[src/rtl/vram_pkg.sv]
// ============================================================================
// Module      : vram_pkg
// Description : Shared widths and requester identifiers for the VRAM arbiter.
// Revision    : 1.0 - initial release
// ============================================================================
`default_nettype none

package vram_pkg;

    localparam int VRAM_AW = 16;
    localparam int VRAM_DW = 2;

    // Requester identity, used both for the grant and the read-tag pipeline
    typedef enum logic [1:0] {
        REQ_NONE = 2'd0,
        REQ_SMP  = 2'd1,
        REQ_SCAN = 2'd2,
        REQ_HOST = 2'd3
    } req_id_t;

endpackage

`default_nettype wire

[src/rtl/vram_wr_fifo.sv]
// ============================================================================
// Module      : vram_wr_fifo
// Description : Synchronous write FIFO with sticky drop/overflow flag.
// Revision    : 1.0 - initial release
// ============================================================================
`default_nettype none

module vram_wr_fifo #(
    parameter int DEPTH = 4,
    parameter int AW    = 16,
    parameter int DW    = 2
) (
    input  logic                       clk,
    input  logic                       rst_n,
    input  logic                       push,
    input  logic [AW-1:0]              push_addr,
    input  logic [DW-1:0]              push_data,
    input  logic                       pop,
    input  logic                       ovf_clr,
    output logic [AW-1:0]              pop_addr,
    output logic [DW-1:0]              pop_data,
    output logic [$clog2(DEPTH):0]     count,
    output logic                       full,
    output logic                       empty,
    output logic                       overflow
);

    localparam int c_PTR_W = $clog2(DEPTH);
    localparam int c_CNT_W = c_PTR_W + 1;
    localparam logic [c_CNT_W-1:0] c_FULL_CNT = c_CNT_W'(DEPTH);

    logic [AW-1:0]      r_addr_mem [DEPTH];
    logic [DW-1:0]      r_data_mem [DEPTH];
    logic [c_PTR_W-1:0] r_wr_ptr;
    logic [c_PTR_W-1:0] r_rd_ptr;
    logic [c_CNT_W-1:0] r_count;
    logic               r_overflow;
    logic               w_push_ok;
    logic               w_pop_ok;

    assign full      = (r_count == c_FULL_CNT);
    assign empty     = (r_count == '0);
    assign count     = r_count;
    assign overflow  = r_overflow;
    assign pop_addr  = r_addr_mem[r_rd_ptr];
    assign pop_data  = r_data_mem[r_rd_ptr];

    // A push into a full FIFO is dropped even if a pop happens in the same cycle
    assign w_push_ok = push & ~full;
    assign w_pop_ok  = pop & ~empty;

    always_ff @(posedge clk) begin
        if (w_push_ok) begin
            r_addr_mem[r_wr_ptr] <= push_addr;
            r_data_mem[r_wr_ptr] <= push_data;
        end
    end

    always_ff @(posedge clk or negedge rst_n) begin
        if (!rst_n) begin
            r_wr_ptr   <= '0;
            r_rd_ptr   <= '0;
            r_count    <= '0;
            r_overflow <= 1'b0;
        end else begin
            if (w_push_ok) begin
                r_wr_ptr <= r_wr_ptr + 1'b1;
            end
            if (w_pop_ok) begin
                r_rd_ptr <= r_rd_ptr + 1'b1;
            end
            case ({w_push_ok, w_pop_ok})
                2'b10:   r_count <= r_count + 1'b1;
                2'b01:   r_count <= r_count - 1'b1;
                default: r_count <= r_count;
            endcase
            // A drop in the same cycle as a clear leaves the flag set
            if (push && full) begin
                r_overflow <= 1'b1;
            end else if (ovf_clr) begin
                r_overflow <= 1'b0;
            end
        end
    end

endmodule

`default_nettype wire

[src/rtl/vram_arbiter.sv]
// ============================================================================
// Module      : vram_arbiter
// Description : Shares the single-port VRAM between sampler, scanout and host.
// Revision    : 1.0 - initial release
// ============================================================================
`default_nettype none

module vram_arbiter
    import vram_pkg::*;
#(
    parameter int AW            = VRAM_AW,
    parameter int DW            = VRAM_DW,
    parameter int FIFO_DEPTH    = 4,
    parameter int HOST_MAX_WAIT = 8
) (
    input  logic          vramclk,
    input  logic          rst_n,
    input  logic          smp_we,
    input  logic [AW-1:0] smp_addr,
    input  logic [DW-1:0] smp_data,
    output logic          smp_overflow,
    input  logic          ovf_clr,
    input  logic          scan_req,
    input  logic [AW-1:0] scan_addr,
    output logic          scan_gnt,
    output logic          scan_rvalid,
    output logic [DW-1:0] scan_rdata,
    input  logic          host_req,
    input  logic          host_we,
    input  logic [AW-1:0] host_addr,
    input  logic [DW-1:0] host_wdata,
    output logic          host_gnt,
    output logic          host_rvalid,
    output logic [DW-1:0] host_rdata,
    output logic          mem_en,
    output logic          mem_we,
    output logic [AW-1:0] mem_addr,
    output logic [DW-1:0] mem_wdata,
    input  logic [DW-1:0] mem_rdata
);

    localparam int c_CNT_W  = $clog2(FIFO_DEPTH) + 1;
    localparam int c_WAIT_W = $clog2(HOST_MAX_WAIT + 1);
    localparam logic [c_CNT_W-1:0]  c_URGENT_CNT = c_CNT_W'(FIFO_DEPTH - 1);
    localparam logic [c_WAIT_W-1:0] c_WAIT_MAX   = c_WAIT_W'(HOST_MAX_WAIT);

    logic [AW-1:0]      w_fifo_addr;
    logic [DW-1:0]      w_fifo_data;
    logic [c_CNT_W-1:0] w_fifo_count;
    logic               w_fifo_full;
    logic               w_fifo_empty;
    logic               w_fifo_urgent;
    logic               w_host_starving;
    logic               w_sel_read;
    req_id_t            w_sel;

    logic [c_WAIT_W-1:0] r_wait_cnt;
    logic                r_mem_en;
    logic                r_mem_we;
    logic [AW-1:0]       r_mem_addr;
    logic [DW-1:0]       r_mem_wdata;
    req_id_t             r_tag1;
    req_id_t             r_tag2;

    vram_wr_fifo #(
        .DEPTH (FIFO_DEPTH),
        .AW    (AW),
        .DW    (DW)
    ) u_wr_fifo (
        .clk       (vramclk),
        .rst_n     (rst_n),
        .push      (smp_we),
        .push_addr (smp_addr),
        .push_data (smp_data),
        .pop       (w_sel == REQ_SMP),
        .ovf_clr   (ovf_clr),
        .pop_addr  (w_fifo_addr),
        .pop_data  (w_fifo_data),
        .count     (w_fifo_count),
        .full      (w_fifo_full),
        .empty     (w_fifo_empty),
        .overflow  (smp_overflow)
    );

    assign w_fifo_urgent   = w_fifo_full | (w_fifo_count >= c_URGENT_CNT);
    assign w_host_starving = host_req & (r_wait_cnt >= c_WAIT_MAX);

    // One winner per cycle; nothing is granted while reset is held
    always_comb begin
        w_sel = REQ_NONE;
        if (!rst_n) begin
            w_sel = REQ_NONE;
        end else if (w_fifo_urgent) begin
            w_sel = REQ_SMP;
        end else if (w_host_starving) begin
            w_sel = REQ_HOST;
        end else if (scan_req) begin
            w_sel = REQ_SCAN;
        end else if (!w_fifo_empty) begin
            w_sel = REQ_SMP;
        end else if (host_req) begin
            w_sel = REQ_HOST;
        end
    end

    assign scan_gnt   = (w_sel == REQ_SCAN);
    assign host_gnt   = (w_sel == REQ_HOST);
    assign w_sel_read = (w_sel == REQ_SCAN) || ((w_sel == REQ_HOST) && !host_we);

    always_ff @(posedge vramclk or negedge rst_n) begin
        if (!rst_n) begin
            r_wait_cnt <= '0;
        end else if (host_gnt || !host_req) begin
            r_wait_cnt <= '0;
        end else if (r_wait_cnt < c_WAIT_MAX) begin
            r_wait_cnt <= r_wait_cnt + 1'b1;
        end
    end

    // Registered RAM port; address and write data hold across idle cycles
    always_ff @(posedge vramclk or negedge rst_n) begin
        if (!rst_n) begin
            r_mem_en    <= 1'b0;
            r_mem_we    <= 1'b0;
            r_mem_addr  <= '0;
            r_mem_wdata <= '0;
            r_tag1      <= REQ_NONE;
            r_tag2      <= REQ_NONE;
        end else begin
            r_mem_en <= (w_sel != REQ_NONE);
            case (w_sel)
                REQ_SMP: begin
                    r_mem_we    <= 1'b1;
                    r_mem_addr  <= w_fifo_addr;
                    r_mem_wdata <= w_fifo_data;
                end
                REQ_SCAN: begin
                    r_mem_we   <= 1'b0;
                    r_mem_addr <= scan_addr;
                end
                REQ_HOST: begin
                    r_mem_we   <= host_we;
                    r_mem_addr <= host_addr;
                    if (host_we) begin
                        r_mem_wdata <= host_wdata;
                    end
                end
                default: begin
                    r_mem_we <= 1'b0;
                end
            endcase
            r_tag1 <= w_sel_read ? w_sel : REQ_NONE;
            r_tag2 <= r_tag1;
        end
    end

    assign mem_en      = r_mem_en;
    assign mem_we      = r_mem_we;
    assign mem_addr    = r_mem_addr;
    assign mem_wdata   = r_mem_wdata;

    assign scan_rvalid = (r_tag2 == REQ_SCAN);
    assign host_rvalid = (r_tag2 == REQ_HOST);
    assign scan_rdata  = scan_rvalid ? mem_rdata : '0;
    assign host_rdata  = host_rvalid ? mem_rdata : '0;

endmodule

`default_nettype wire

[config.mk]
export PLATFORM = sky130hd
export DESIGN_NAME = vram_arbiter
export DESIGN_NICKNAME = d
export VERILOG_FILES = /design/src/rtl/vram_pkg.sv /design/src/rtl/vram_wr_fifo.sv /design/src/rtl/vram_arbiter.sv
export SDC_FILE = /design/constraint.sdc
export NUM_CORES = 1
export LEC_CHECK = 0
export CAP_MARGIN = 0
export CORE_MARGIN = 4
export CORE_UTILIZATION = 40
export DETAILED_ROUTE_END_ITERATION = 7
export GPL_TIMING_DRIVEN = 0
export PLACE_DENSITY = 0.63
export SLEW_MARGIN = 20
export SYNTH_ARGS = -nofsm -noshare
export SYNTH_HDL_FRONTEND = slang
export SYNTH_SLANG_ARGS = --single-unit
[constraint.sdc]
create_clock -name vramclk -period 3.3 [get_ports vramclk]
set_input_delay 0.495 -clock vramclk [delete_from_list [all_inputs] [get_ports vramclk]]
set_output_delay 0.495 -clock vramclk [all_outputs]
set_load 0.03 [all_outputs]
== Word level (Yosys, flattened, before mapping) ==
Memories as Yosys holds them, arrays and structs flattened.
Cells that the tools add are included.
Word-level totals
  RAM bits: 72
  word-level logic and storage cells: 70
  input bits: 61
  register bits: 36
  output and inout port bits: 29
  memories kept: 2
Operators by class
  order comparisons: 3
  reductions and logical operators: 14
  muxes and demuxes: 20
  bitwise gates (word level): 6
  add/sub/neg operators: 5
  equal/unequal tests: 9
Memory list
  u_wr_fifo.r_addr_mem: words 4, width 16, read ports 1, clocked after memory_dff 0, write ports 1, line vram_wr_fifo.sv:32  | logic [AW-1:0] r_addr_mem [DEPTH];
  u_wr_fifo.r_data_mem: words 4, width 2, read ports 1, clocked after memory_dff 0, write ports 1, line vram_wr_fifo.sv:33  | logic [DW-1:0] r_data_mem [DEPTH];
Operators by type and width (count)
  $pmux W16 S3: 1
  $mux W2: 10
  $eq A2 B2 Y1 const B: 5
  $reduce_bool A2 Y1: 5
  $mux W4: 2
  $pmux W3 S2: 1
  $add A2 B1 Y2 const B: 2
  $add A4 B1 Y4 const B: 1
  $eq A2 B1 Y1 const B: 2
  $ge A4 B4 Y1 const B: 1
  $lt A4 B4 Y1 const B: 1
  $mux W1: 4
  $pmux W2 S2: 1
  $add A3 B1 Y3 const B: 1
  $and A1 B1 Y1: 3
  $eq A3 B3 Y1 const B: 1
  $ge A3 B2 Y1 const B: 1
  $logic_not A3 Y1: 1
  $reduce_bool A3 Y1: 1
  $sub A3 B1 Y3 const B: 1
  $logic_and A1 B1 Y1: 2
  $logic_not A1 Y1: 2
  $logic_or A1 B1 Y1: 2
  $ne A2 B2 Y1 const B: 1
  other kinds (4): 5

== Longest topological paths before layout ==
Gate-level depths: netlist (run 1).
  depth after elaboration: 10
  depth in mapped cells: 10
  mapped depth without buffers: 10

== By module ==
From an unflattened synthesis (run 1), not the netlist that was laid out.
Unflattened totals
  cell total of the unflattened synthesis: 312
  area total of the unflattened synthesis: 4720.8 um^2
Modules (own cells, without submodules)
  vram_wr_fifo: area an instance 3070.4 um^2, cells each 135, seq. area each 2362.3 um^2, instances 1
  vram_arbiter: area an instance 1650.3 um^2, cells each 177, seq. area each 700.7 um^2, instances 1

== Worst setup path before layout (run 1) ==
OpenSTA, ideal clock, no wires.
  path type: input -> output
  start point: in host_req
  end point: out host_gnt
  setup slack: 0.867 ns
  stages: 4
  data arrival time: 1.938 ns
  buffers on the path: 1
  required time: 2.805 ns
  cell sequence: or4b_4 -> a211o_2 -> clkbuf_1 -> nor2_1
Between the ends
  cells in the longest elaborated chain, start to end: 7
  elaborated cells on any way between the ends: 8
  classes of those cells: eq/ne: 1; mux: 6; bitwise: 1
Ends and longest elaborated chain
  start: declaration: line vram_arbiter.sv:28  | input logic host_req,
  $mux W2: line vram_arbiter.sv:101  | end else if (host_req) begin
  $mux W2: line vram_arbiter.sv:99  | end else if (!w_fifo_empty) begin
  $mux W2: line vram_arbiter.sv:97  | end else if (scan_req) begin
  $mux W2 (*): line vram_arbiter.sv:95  | end else if (w_host_starving) begin
  $mux W2 (*): line vram_arbiter.sv:93  | end else if (w_fifo_urgent) begin
  $mux W2 (*): line vram_arbiter.sv:91  | if (!rst_n) begin
  $eq A2 B2 Y1 (*): line vram_arbiter.sv:107  | assign host_gnt = (w_sel == REQ_HOST);
  end: declaration: line vram_arbiter.sv:32  | output logic host_gnt,
Mark *: on every way between the ends. The rest lies on a longest branch, timed or not.

== Final worst setup path (run 1) ==
Same ends and word-level chain as after synthesis.

==> flow_metrics.env, run 1 <==
export IMPL_outcome="complete, no violations"
export IMPL_synth_top_area_cell="edfxtp_1"
export IMPL_synth_ff_latch_count=108
export IMPL_root_buffer="clkbuf_16"
export IMPL_chipWidth_um=115
export IMPL_grt_pass1_wl_um=15200
export IMPL_ir_worst_vdd_v=0.000371
export IMPL_synthToLayoutAreaGrowth_pct=30.2
export IMPL_cp_required_ps=2800
export IMPL_place_ws_ps=-298
export IMPL_drt_wl_total_um=9470
export IMPL_yosysMostFrequentCell="edfxtp_1"
export IMPL_antenna_found_initial=0
export IMPL_finalSetupTns_ps=0
export IMPL_drc=0
export IMPL_design_core_area_um2=11000
export IMPL_syn_avg_cell_area_um2=15.9
export IMPL_startpoint_type="input port"
export IMPL_p_leak_nw=2.22
export IMPL_yosysTopAreaCellShare_pct=47.3
export IMPL_cts_hold_fix_buffers=0
export IMPL_ys_seq_area_share_pct=66.9
export IMPL_initial_core_util_pct=41.5
export IMPL_clock_latency_ps=340
export IMPL_die_y_um=115
export IMPL_hold_violations=0
export IMPL_max_freq_mhz=331
export IMPL_power_density_nw_per_um2=836
export IMPL_setup_worst_path_class="in -> out"
export IMPL_drv_cap=0
export IMPL_synthesis_area_um2=4580
export IMPL_ctsResizeCount=4
export IMPL_die_area_um2=13200
export IMPL_grt_max_degree=28
export IMPL_cts_max_level=3
export IMPL_drt_pass1_iter_count=5
export IMPL_r2r_end="u_wr_fifo.count[2]"
export IMPL_insertedDiodeCount=0
export IMPL_clk_pin_slew_ps=70
export IMPL_fin_crit_ps=3020
export IMPL_first_iter_violations=128
export IMPL_timing_final_crit_share_pct=91.5
export IMPL_rows=38
export IMPL_syn_num_nets=357
export IMPL_ant_nets=0
export IMPL_num_nets_final=457
export IMPL_yosys_cell_types_count=41
export IMPL_placed_cells=518
export IMPL_rsz0062_at_grt="false"
export IMPL_vias=2778
export IMPL_cts_tree="built"
export IMPL_layout_drive_gt1_share_pct=11.7
export IMPL_ff2ff_path_depth=10
export IMPL_synthArstFlopShare_pct=33.3
export IMPL_hold_class="in -> async"
export IMPL_fin_skew_ps=10.2
export IMPL_total_power_mw=4.98
export IMPL_crit_path_max_fanout=16
export IMPL_clk_path_buf_depth=2
export IMPL_r2r_slack_ps=670
export IMPL_worst_pin_slew_ps=963
export IMPL_final_core_util_pct=54.0
export IMPL_wl_per_cell_um=17.8
export IMPL_slew_headroom_pct=35.8
export IMPL_syn_inst=288
export IMPL_crit_arrival_ps=2530
export IMPL_holdWs_ps=49.6
export IMPL_timing_rr_start="u_wr_fifo.count[0]"
export IMPL_cp_end_kind="primary output"
export IMPL_synth_edff_count=72
export IMPL_postCtsSetupRepairBufs=0
export IMPL_numCtsBuffers=9
export IMPL_fin_ws_ps=279
export IMPL_dpl_cell_area_um2=5660
export IMPL_portBuffers=89
export IMPL_synth_area_top_cells="edfxtp_1 47%, dfrtp_1 20%, mux4_2 8.9%"
export IMPL_setup_viol_count_final=0
export IMPL_slew_viol_final=0
export IMPL_pin_count=90
export IMPL_yosysWarnings=0
export IMPL_grt_overflow_total=0
export IMPL_cts_num_sinks=108
export IMPL_grt_pass1_vias=2924
export IMPL_final_area_um2=5960
export IMPL_stdcell_count=533
export IMPL_synthFlopType="edfxtp_1"
export IMPL_synthTopCellsByCount="72 x edfxtp_1, 36 x dfrtp_1, 31 x inv_1, 18 x mux2i_1, 18 x mux4_2"
export IMPL_via_per_inst=5.21
export IMPL_track_usage_pct=15.2
export IMPL_gp_congestion=0.747
export IMPL_hpwlAfterDp_um=6750
-- power by group --
group	total, mW	internal [mW]	switching (mW)
Sequential	1.97	1.83	0.144
Combinational	1.91	0.836	1.07
Clock	1.10	0.602	0.495
Total	4.98	3.27	1.71
-- critical path, cell delays in order --
cell	delay, ps
clkdlybuf4s50_1	580
or4b_4	530
a211o_2	440
nor2_1	160
clkdlybuf4s15_2	320
-- logic make-up after synthesis --
| logic type | Yosys count | share of synthesized area (%) |
|---|---|---|
| AND/OR/NAND/NOR | 46 | 5.85 |
| AO/OA/AOI/OAI | 36 | 6.48 |
| multiplexers | 36 | 12.8 |
| flip-flops | 108 | 66.9 |
| adder cells (fa/ha/maj) | 8 | 2.35 |
| buffers and inverters | 46 | 4.05 |
| XOR/XNOR | 8 | 1.53 |
-- worst max-delay path by stage --
stage                to  slack [ps]  startpoint  cells past startpoint
5_1_grt        host_gnt         190    host_req                      5
2_1_floorplan  host_gnt         870    host_req                      4
4_1_cts        scan_gnt          10    host_req                      6
6_report       host_gnt         280    host_req                      5
3_5_place_dp   host_gnt        -300    host_req                      6
3_3_place_gp   host_gnt       -1430       rst_n                      6
-- cell type report --
type	count	area (um2)
fillers	966	5070
flip-flops and latches	108	3060
multi-input cells	134	1330
repair buffers	90	902
clock buffers	9	225
well taps	140	175
inverters	32	120
clock inverters	7	82.6
plain buffers	13	61.3
-- state kept, by name, indices dropped and copies added (netlist names) --
| signal | flops |
|---|---|
| u_wr_fifo.r_addr_mem | 64 |
| mem_addr | 16 |
| u_wr_fifo.r_data_mem | 8 |
| r_wait_cnt | 4 |
| u_wr_fifo.count | 3 |
| mem_wdata | 2 |
| r_tag1 | 2 |
| r_tag2 | 2 |
| u_wr_fifo.r_rd_ptr | 2 |
| u_wr_fifo.r_wr_ptr | 2 |
| mem_en | 1 |
| mem_we | 1 |
| u_wr_fifo.overflow | 1 |
-- metal layers --
metal	vias to the layer above	share of wire, %	track usage (%)
met5	-	0	0
met4	0	1.9	6.03
met3	13	4.1	2.95
met1	1393	43	19.9
li1	1310	-	-
met2	62	51	24.9
-- cells in the final DEF (no fill, tap or decap), types with 2 or more instances in the layout --
master,Yosys,final
xnor2_1,6,6
a221oi_1,8,8
nor4_1,8,8
clkinv_1,1,2
ha_1,7,7
and3_1,2,2
a2111oi_0,3,3
mux4_2,18,18
inv_1,31,31
dfrtp_1,36,36
clkinv_4,0,2
o21ai_0,5,5
clkbuf_16,0,9
clkbuf_1,7,6
a22oi_1,2,2
edfxtp_1,72,72
clkdlybuf4s50_1,0,86
nand3_1,2,2
buf_1,2,2
a21oi_1,2,2
nand2_1,2,2
nand4_1,9,9
nor2b_1,2,2
nor2_1,8,8
and2_1,8,8
inv_8,0,2
mux2i_1,18,18
xor2_1,2,2
o221ai_1,8,8
buf_2,4,5
Note: power is estimated with default switching activity, not from simulation.
==> run 2, diff against run 1 <==
ABC_AREA = 0   (was default)
CAP_MARGIN = 25   (was 0)
==> results of run 2 <==
No change in the layout: final DEF, timing and power equal those of run 1.
==> run 3, diff against run 2 <==
ABC_AREA = default   (was 0)
CTS_BUF_LIST = sky130_fd_sc_hd__clkbuf_4 sky130_fd_sc_hd__clkbuf_8   (was default)
==> flow_metrics.env, run 3 (synthesis results as in run 1) <==
export IMPL_p_leak_nw=2.18
export IMPL_die_area_um2=13200
export IMPL_startpoint_type="input port"
export IMPL_hpwlAfterDp_um=6750
export IMPL_p_clk_share_pct=17.4
export IMPL_largest_register_ffs=64
export IMPL_fin_skew_ps=11.7
export IMPL_r2r_slack_ps=670
export IMPL_drt_wl_total_um=9430
export IMPL_mostFrequentLayoutCells="86 x clkdlybuf4s50_1, 72 x edfxtp_1, 36 x dfrtp_1"
export IMPL_final_area_um2=5870
export IMPL_die_y_um=115
export IMPL_power_share_switching_pct=35.5
export IMPL_wl_met1_um=4060
export IMPL_num_nets_final=458
export IMPL_clk_path_buf_depth=2
export IMPL_startpoint="host_req"
export IMPL_cts_num_sinks=108
export IMPL_clock_latency_ps=360
export IMPL_crit_chain="clkdlybuf4s50_1 -> or4b_4 -> a211o_2 -> nor2_1 -> clkdlybuf4s15_2"
export IMPL_crit_arrival_ps=2520
export IMPL_first_iter_violations=142
export IMPL_rsz0062_at_grt="false"
export IMPL_fin_crit_ps=3020
export IMPL_clk_pin_slew_ps=100
export IMPL_pwr_share_seq_pct=41.8
export IMPL_wl_per_cell_um=17.7
export IMPL_drt_pass1_iter_count=4
export IMPL_power_density_nw_per_um2=804
export IMPL_p_comb_share_pct=40.9
export IMPL_portBuffers=89
export IMPL_gp_congestion=0.747
export IMPL_chipWidth_um=115
export IMPL_route_met3_wl_um=401
export IMPL_track_usage_pct=15.0
export IMPL_p_switching_mw=1.67
export IMPL_layout_drive_gt1_share_pct=11.9
export IMPL_worst_pin_slew_ps=974
export IMPL_place_ws_ps=-298
export IMPL_grt_pass1_vias=2898
export IMPL_grt_max_degree=28
export IMPL_slew_headroom_pct=35.1
export IMPL_setup_worst_path_class="in -> out"
export IMPL_timing_rr_start="u_wr_fifo.count[0]"
export IMPL_critPathSlowestCell="clkdlybuf4s50_1"
export IMPL_root_buffer="clkbuf_8"
export IMPL_postCtsSetupRepairBufs=0
export IMPL_setup_viol_count_final=0
export IMPL_via_per_inst=5.18
export IMPL_grt_pass1_wl_um=15000
export IMPL_design_core_area_um2=11000
export IMPL_r2r_end="u_wr_fifo.count[2]"
export IMPL_hold_violations=0
export IMPL_insertedDiodeCount=0
export IMPL_met2WireLength_um=4830
export IMPL_slew_viol_final=0
export IMPL_initial_core_util_pct=41.5
export IMPL_ir_worst_vdd_v=0.000336
export IMPL_slowest_delay_ps=580
export IMPL_drc=0
export IMPL_dpl_cell_area_um2=5660
export IMPL_synthToLayoutAreaGrowth_pct=28.3
export IMPL_numCtsBuffers=9
export IMPL_regMostFlops="u_wr_fifo.r_addr_mem"
export IMPL_cp_required_ps=2800
export IMPL_fin_ws_ps=280
export IMPL_cp_end_kind="primary output"
export IMPL_rows=38
export IMPL_dr_max_layer_used="met4"
export IMPL_layout_commonest_cell="clkdlybuf4s50_1"
export IMPL_max_freq_mhz=331
export IMPL_vias=2768
export IMPL_antenna_found_initial=0
export IMPL_cts_max_level=3
export IMPL_crit_path_max_fanout=16
export IMPL_timing_final_crit_share_pct=91.5
export IMPL_drv_cap=0
export IMPL_intPower_mw=3.05
export IMPL_hold_class="in -> async"
export IMPL_ant_nets=0
export IMPL_outcome="complete, no violations"
export IMPL_grt_overflow_total=0
export IMPL_pin_count=90
export IMPL_cts_tree="built"
export IMPL_ff2ff_path_depth=10
-- run 3: layout make-up --
class / count / area, um2
fillers: 972 / 5160
plain buffers: 13 / 61.3
flip-flops and latches: 108 / 3060
multi-input cells: 134 / 1330
clock inverters: 7 / 82.6
well taps: 140 / 175
inverters: 32 / 120
clock buffers: 9 / 124
repair buffers: 91 / 917
-- run 3: repair_timing --
action                     in CTS  in global routing
setup endpoints to repair       2                  2
pin swaps                       0                  0
resized for setup               4                  2
hold buffers                    0                  0
-- run 3: how the worst max path moves through the flow --
stage / endpoint / depth (start not counted)
global placement: host_gnt / 6
finish: host_gnt / 5
global route: host_gnt / 5
CTS: scan_gnt / 6
detailed placement: host_gnt / 6
floorplan: host_gnt / 4
-- run 3: per-layer routing --
metal | track usage [%] | vias to the layer above
met4 | 4.77 | 0
met5 | 0 | -
met2 | 25.0 | 67
li1 | - | 1308
met3 | 2.95 | 12
met1 | 19.8 | 1381
-- run 3: stage by stage --
step	hold slack [ps]	utilization, %	setup TNS [ps]	instances	power (mW)
2_1_floorplan	199	-	0	288	3.25
3_3_place_gp	335	51.1	-21970	517	3.91
3_5_place_dp	335	51.3	-560	518	3.95
4_1_cts	19.8	53.2	0	534	4.77
5_1_grt	13.5	53.2	0	534	5.02
6_report	21.2	53.2	0	534	4.72
-- run 3: worst max-delay path: cells and delay by family --
family / cells / cell delay (ps)
and+or+nand+nor: 2 / 690
AOI/OAI and AO/OA: 1 / 440
buffers and inverters: 2 / 900
-- run 3: power by group through the flow --
stage	registers (mW)	logic [mW]	clock network [mW]
floorplan	2.21	1.03	0
global route	2.01	2.10	0.905
global placement	1.99	1.92	0
finish	1.97	1.93	0.821
detailed placement	2.01	1.94	0
CTS	1.97	1.95	0.846
